**config.mk**
```make
export PLATFORM = sky130hd
export DESIGN_NAME = round_const_seq
export DESIGN_NICKNAME = d
export VERILOG_FILES = /design/src/rtl/round_const_pkg.sv /design/src/rtl/gf_xtime_step.sv /design/src/rtl/round_const_seq.sv
export SDC_FILE = /design/constraint.sdc
export NUM_CORES = 1
export LEC_CHECK = 0
export ABC_CLOCK_PERIOD_IN_PS = 4400
export CORE_MARGIN = 2
export CORE_UTILIZATION = 51
export DETAILED_ROUTE_END_ITERATION = 12
export PLACE_DENSITY_LB_ADDON = 0.12
export RECOVER_POWER = 25
export SLEW_MARGIN = 20
export SYNTH_ARGS = -nofsm -noshare
export SYNTH_HDL_FRONTEND = slang
export SYNTH_HIERARCHICAL = 1
export SYNTH_SLANG_ARGS = --single-unit
```
**constraint.sdc**
```tcl
create_clock -name clock -period 4.4 [get_ports clock]
set_clock_uncertainty 0.05 [all_clocks]
set_input_delay 0.88 -clock clock [delete_from_list [all_inputs] [get_ports clock]]
set_output_delay 0.88 -clock clock [all_outputs]
set_load 0.1 [all_outputs]
```
**src/rtl/round_const_pkg.sv**
```systemverilog
// Shared state type and GF(2^8) xtime helpers for the round-constant
// sequencer.
package round_const_pkg;

    typedef enum logic {
        IDLE = 1'b0,
        EMIT = 1'b1
    } state_t;

    localparam logic [7:0] RC_POLY_DEFAULT = 8'h1b;

    function automatic logic [7:0] rc_fwd(
        input logic [7:0] x,
        input logic [7:0] poly
    );
        return {x[6:0], 1'b0} ^ (x[7] ? poly : 8'h00);
    endfunction

    // Undo xtime: an odd value can only come from a reduced product.
    function automatic logic [7:0] rc_inv(
        input logic [7:0] y,
        input logic [7:0] poly
    );
        logic [7:0] t;
        t = y ^ poly;
        return y[0] ? {1'b1, t[7:1]} : {1'b0, y[7:1]};
    endfunction

endpackage

```
**src/rtl/gf_xtime_step.sv**
```systemverilog
// One step of the round-constant walk: multiply or divide by x in
// GF(2^8).
module gf_xtime_step
    import round_const_pkg::*;
#(
    parameter logic [7:0] POLY = RC_POLY_DEFAULT
) (
    input  logic [7:0] x,
    input  logic       dir,
    output logic [7:0] y
);

    assign y = dir ? rc_inv(x, POLY) : rc_fwd(x, POLY);

endmodule

```
**src/rtl/round_const_seq.sv**
```systemverilog
// Round-constant sequencer: pops a seed, pushes NR successive xtime
// (or inverse xtime) words, chaining seeds with no idle cycle.
module round_const_seq
    import round_const_pkg::*;
#(
    parameter int         NR   = 10,
    parameter logic [7:0] POLY = RC_POLY_DEFAULT
) (
    input  logic       clock,
    input  logic       reset,
    input  logic [7:0] in_rc,
    input  logic       in_dir,
    input  logic       in_rc_empty,
    output logic       in_rc_rd,
    output logic [7:0] out_rc,
    output logic       out_last,
    output logic       out_rc_wr,
    input  logic       out_rc_full,
    output logic       busy
);

    localparam int            CW   = $clog2(NR + 1);
    localparam logic [CW-1:0] LAST = CW'(NR - 1);

    state_t        state;
    logic [7:0]    cur;
    logic [7:0]    nxt;
    logic          dir;
    logic [CW-1:0] cnt;
    logic          armed;
    logic          final_wr;

    gf_xtime_step #(
        .POLY(POLY)
    ) u_step (
        .x  (cur),
        .dir(dir),
        .y  (nxt)
    );

    assign busy      = (state == EMIT);
    assign out_rc    = cur;
    assign out_last  = busy && (cnt == LAST);
    assign out_rc_wr = reset && busy && !out_rc_full;
    assign final_wr  = out_rc_wr && (cnt == LAST);

    // armed keeps the pop quiet in the first cycle out of reset.
    assign in_rc_rd  = reset && armed && !in_rc_empty &&
                       ((state == IDLE) || final_wr);

    always_ff @(posedge clock) begin
        if (!reset) begin
            state <= IDLE;
            cur   <= 8'h00;
            dir   <= 1'b0;
            cnt   <= '0;
            armed <= 1'b0;
        end else begin
            armed <= 1'b1;
            unique case (state)
                IDLE: begin
                    if (in_rc_rd) begin
                        cur   <= in_rc;
                        dir   <= in_dir;
                        cnt   <= '0;
                        state <= EMIT;
                    end
                end
                EMIT: begin
                    if (out_rc_wr) begin
                        if (cnt != LAST) begin
                            cur <= nxt;
                            cnt <= cnt + CW'(1);
                        end else if (in_rc_rd) begin
                            cur <= in_rc;
                            dir <= in_dir;
                            cnt <= '0;
                        end else begin
                            state <= IDLE;
                        end
                    end
                end
                default: state <= IDLE;
            endcase
        end
    end

endmodule

```
# Word-level counts from Yosys, hierarchy flattened
# Cells that the tools add are included.
totals:
  elab_cells: 44
  inputBits: 13
  output_inout_bits: 12
  reg_bits: 15
op_classes:
  n_addsub: 1
  n_reduce_logical: 11
  n_eq_ne: 4
  mux: 20
  n_bitwise: 3
ops:
  columns: ["cell", "n"]
  rows:
  - ["2-to-1 mux 8 bit", 5]
  - ["one-hot mux 8 bit (2 select lines)", 1]
  - ["2-to-1 mux 4 bit", 3]
  - ["one-hot mux 4 bit (2 select lines)", 1]
  - ["bitwise XOR 8 bit", 1]
  - ["logical AND 1 bit", 7]
  - ["2-to-1 mux 1 bit", 7]
  - ["2-to-1 mux 5 bit", 1]
  - ["adder 4 x 1 -> 4 bit (second input constant)", 1]
  - ["equality test 4 bit (second input constant)", 1]
  - ["inequality test 2 bit (second input constant)", 2]
  - ["inequality test 4 bit (second input constant)", 1]
  - ["NOT 4 bit", 1]
  - ["one-hot mux 1 bit (2 select lines)", 2]
  - ["zero test 1 bit", 2]
  - ["AND reduction 2 bit", 1]
  - ["logical OR 1 bit", 1]
  - ["NOT 1 bit", 1]

# Logic depth before layout (Yosys ltp)
logic_depth:
  word_depth: 9
  depth_mapped: 7

# Hierarchy
# Netlist, hierarchy kept.
by_module_without_submodules:
  columns: ["module", "area_per_inst_um2", "seq_area_each_um2", "instances", "cells_each"]
  rows:
  - ["round_const_seq", 784.5, 300.3, 1, 75]
  - ["gf_xtime_step", 156.4, 0.0, 1, 20]

# Worst setup path before layout
# No wires, ideal clock.
synth_path:
  path_type: "reg-to-output"
  start: "reg state, in the netlist busy"
  end: "out out_last"
  stages_incl_launch_ff: 3
  path_slack_ps: 1086
  path_buffers: 0
  t_arrival_ps: 2384
  path_cell_list: "dfxtp_1 -> inv_1 -> nor2_1"
synth_between:
  elab_chain_cells: 1
synth_rtl:
  columns: ["element", "line", "source"]
  rows:
  - ["start, declared", "round_const_seq.sv:25", "state_t state;"]
  - ["start signal, assigned", "round_const_seq.sv:53", "state <= IDLE;"]
  - ["start signal, assigned", "round_const_seq.sv:66", "state <= EMIT;"]
  - ["start signal, assigned", "round_const_seq.sv:79", "state <= IDLE;"]
  - ["logical AND 1 bit", "round_const_seq.sv:43", "assign out_last = busy && (cnt == LAST);"]
  - ["end, declared", "round_const_seq.sv:16", "output logic out_last,"]
# No other way between the ends.

# Worst setup path in the final report
layout_path:
  start: "in reset"
  end: "out in_rc_rd"
layout_between:
  elab_chain_cells: 5
layout_rtl:
  columns: ["element", "line", "source"]
  rows:
  - ["start, declared", "round_const_seq.sv:10", "input logic reset,"]
  - ["logical AND 1 bit (2 in series)", "round_const_seq.sv:44", "assign out_rc_wr = reset && busy && !out_rc_full;"]
  - ["logical AND 1 bit", "round_const_seq.sv:45", "assign final_wr = out_rc_wr && (cnt == LAST);"]
  - ["logical OR 1 bit", "round_const_seq.sv:49", "((state == IDLE) || final_wr);"]
  - ["logical AND 1 bit (*)", "round_const_seq.sv:48", "assign in_rc_rd = reset && armed && !in_rc_empty &&"]
  - ["end, declared", "round_const_seq.sv:14", "output logic in_rc_rd,"]
# Mark *: on every way between the ends. The rest lies on a longest branch, timed or not.

==> results.md <==
- CP Buf/Inv Count: 3
- Seq pwr share: between 40 and 50%
- Drc violations: 0
- Ports: 25
- Largest net degree at the start of global routing: 14
- Post-route setup TNS: 0 ns
- Post-synth EDFFs: 0
- Max Cap Viol: 0
- Initial antenna violation count: 0
- DRT Pass-1 Iters: 5
- Root Buffer: clkbuf_4
- Kind of end point of the critical path: output port
- Final worst slack: between 0.7 and 0.8 ns
- WP data required: between 3 and 4 ns
- Die Y: 47.0 um
- Total Wirelength: about 1900 um
- Syn_nets: 110
- First-pass GRT wire length: between 3000 and 4000 um
- RSZ-0062 raised after global routing: no
- Measured slew at the worst slew-check pin: a little under 1 ns
- Die area: approximately 0.0022 mm^2
- Fill count: about 150
- Slowest cell on the critical path: dlygate4sd3_1
- Ys flop type: dfxtp_1
- Clock transition at the registers of the reported paths: ~0.09 ns
- Die width: approximately 47 um
- CTS resizes: 0
- Highest clock rate: 275 MHz
- Final min period: between 3 and 4 ns
- Outcome: complete, no violations
- Fin area: 0.00119 mm^2
- Max VDD drop: 204 uV
- Net switching fraction of the power: roughly a third
- Via density: roughly 5.5
- CP Max Fanout: 12
- Clock network fraction of total power: between 20% and 30%
- Slew headroom: 34.7%
- Port Buffers: 24
- CP startpoint kind: input pin
- NumNets Final: around 140
- Critical path class: in2out
- Final hold vios: 0
- Routability Congestion: just over 0.8
- Total CTS buffers: 3
- Cells after Synth: between 90 and 100
- Flop and latch count out of synthesis: 15
- Synthesized area: 941 um^2
- DR iter-0 viols: 40
- Final Max Tran Viols: 0
- Yosys warnings: 6
- Row cnt: 15
- Seq/Total Area, Yosys: about a third
- CP delay by family, top: buffers and inverters
- Initial core utilization: between 50 and 60%
- Placement Cell Area: roughly 0.0012 mm^2
- Place WS: 1.11 ns
- Hpwl dp: between 1000 and 1500 um
- CTS Buffer Depth: 2
- Post-synth cell types: 29
- Number of placed cells counting well taps: between 100 and 150
- Detailed-route via count: between 700 and 800
- Share of layout cells above drive strength 1: around 18%
- GRT Total Usage: slightly below 20%
- Finish-stage setup viols: 0
- Combinational share of power: 28.2%
- Yosys top cell by area: dfxtp_1
- Critical path, cell by cell: dlygate4sd3_1 > nand2b_1 > o21ai_0 > clkbuf_1 > and2_1 > buf_12
- Synth top area share: about a third
- CTS H-tree depth: 1
- CTS tree: done
- Crit share post-route: between 80% and 90%
- N_diodes: 0
- Crit path DAT: around 2.7 ns
- Vias in the first global route: 674
- Pleak: 0.455 nW
- Pwr/cell area: 266 mW/mm^2
- Clock Latency Late Sink: 0.28 ns
- Internal power: 0.000211 W
- Ranking of synthesized cells by area: dfxtp_1, mux2_4, a222oi_1, xnor2_1, nor2_1
- Clk sinks: 15
- Postcts setup bufs: 0
- Worst Hold Class: reg2reg
- Hold buffers post-CTS: 0
- P_sw: ~0.00010 W
- Post-route ant nets: 0
- GRT Residual Overflow: 0
- Core ar.: about 0.0017 mm^2
- Layout Cells excl Fill: 144
- Synth-to-Final Area Change: 26.2%
- Wire per inst: 13.1 um
- Ys async rst share: 0%
- CP peak stage delay: approximately 0.67 ns
- Synthesized area per cell: ~9.9 um^2
-- power by group through the flow --
stage                     logic [W]  registers [W]  clock network [W]
after floorplan           0.0000443       0.000176                  0
after detailed placement  0.0000898       0.000153                  0
after CTS                 0.0000901       0.000150          0.0000798
after global placement    0.0000891       0.000153                  0
after global routing      0.0000945       0.000151          0.0000854
final                     0.0000892       0.000150          0.0000770
-- worst paths after layout --
check | cells after the start | slack [ns] | end | start
worst max-delay path | 6 | 0.77 | in_rc_rd | reset
worst min-delay path | 2 | 0.44 | cnt[2] | cnt[2]
worst max register to register | 6 | 2.56 | dir | cnt[0]
worst min register to register | 2 | 0.44 | cnt[2] | cnt[2]
-- area by class of cell --
type	instances	area (um^2)	share of cell area, %
well taps	25	31.3	2.63
repair buffers	26	259	21.8
flip-flops and latches	15	300	25.3
clock buffers	3	22.5	1.90
multi-input cells	70	554	46.7
clock inverters	1	5.00	0.421
inverters	4	15.0	1.26
-- sequential cells by signal (all words and copies together), names as in the netlist --
signal  count
dir         1
out_rc      8
busy        1
cnt         4
armed       1
-- routing by layer --
metal / GRT usage [%] / part of all wire (%) / up-vias
met4: 10.0 / 1.1 / 0
li1: - / - / 391
met3: 5.00 / 8.0 / 4
met2: 29.0 / 43 / 28
met1: 25.6 / 48 / 362
met5: 0 / 0 / -
-- cell usage after synthesis, drive strengths merged, types with 2 or more instances --
master and instances:
nand3b 2, a21oi 3, clkbuf 3, a222oi 8, buf 3, o21ai 5
and2 3, mux2 11, xnor2 7, ha 2, dfxtp 15, inv 3
nand2 5, nand4 2, nor2 13
-- stage by stage --
| step | total power, W | util (%) | hold slack [ns] |
|---|---|---|---|
| 2_1_floorplan | 0.000220 | - | 0.407 |
| 3_3_place_gp | 0.000242 | 67.4 | 0.420 |
| 3_5_place_dp | 0.000243 | 67.4 | 0.433 |
| 4_1_cts | 0.000320 | 69.0 | 0.443 |
| 5_1_grt | 0.000331 | 68.8 | 0.482 |
| 6_report | 0.000316 | 68.8 | 0.444 |
-- logic make-up (layout without fill, tap and decap cells) --
family	Yosys count	count (layout)	synth area share [%]
and+or+nand+nor	28	28	14.9
AOI/OAI and AO/OA	20	20	16.1
DFF	15	15	31.9
muxes	12	12	17.8
buffers and inverters	10	34	9.18
xor gates and xnor gates	8	8	7.45
adders and majority gates	2	2	2.66
-- tightest hold or removal path, delay by kind of cell (launching register included) --
kind | cells | cell delay [ns]
simple gates | 1 | 0.06
compound gates | 1 | 0.05
flops | 1 | 0.34
-- cells in the final DEF (no fill, tap or decap) --
| master | synthesis | final |
|---|---|---|
| nand2b_1 | 1 | 1 |
| mux2i_1 | 1 | 1 |
| dfxtp_1 | 15 | 15 |
| a211oi_1 | 1 | 1 |
| xnor2_1 | 7 | 7 |
| buf_4 | 1 | 2 |
| nand3_1 | 1 | 1 |
| a21o_1 | 1 | 1 |
| and2_2 | 2 | 2 |
| clkdlybuf4s50_1 | 0 | 21 |
| buf_12 | 0 | 1 |
| and2_1 | 1 | 1 |
| and3b_4 | 1 | 1 |
| clkbuf_1 | 0 | 1 |
| nand4_1 | 2 | 2 |
| o31ai_1 | 1 | 1 |
| xor2_1 | 1 | 1 |
| o21ai_0 | 3 | 3 |
| a21oi_1 | 3 | 3 |
| clkinv_2 | 0 | 1 |
| clkinv_1 | 1 | 1 |
| clkbuf_4 | 0 | 3 |
| mux2_4 | 9 | 9 |
| inv_1 | 3 | 3 |
| nand3b_1 | 2 | 2 |
| mux2_2 | 2 | 2 |
| dlygate4sd3_1 | 0 | 1 |
| a211o_1 | 1 | 1 |
| nor2_1 | 13 | 13 |
| a222oi_1 | 8 | 8 |
| ha_1 | 2 | 2 |
| nand2_1 | 5 | 5 |
| o21ai_1 | 2 | 2 |
Power figures use the tool's default switching activity.
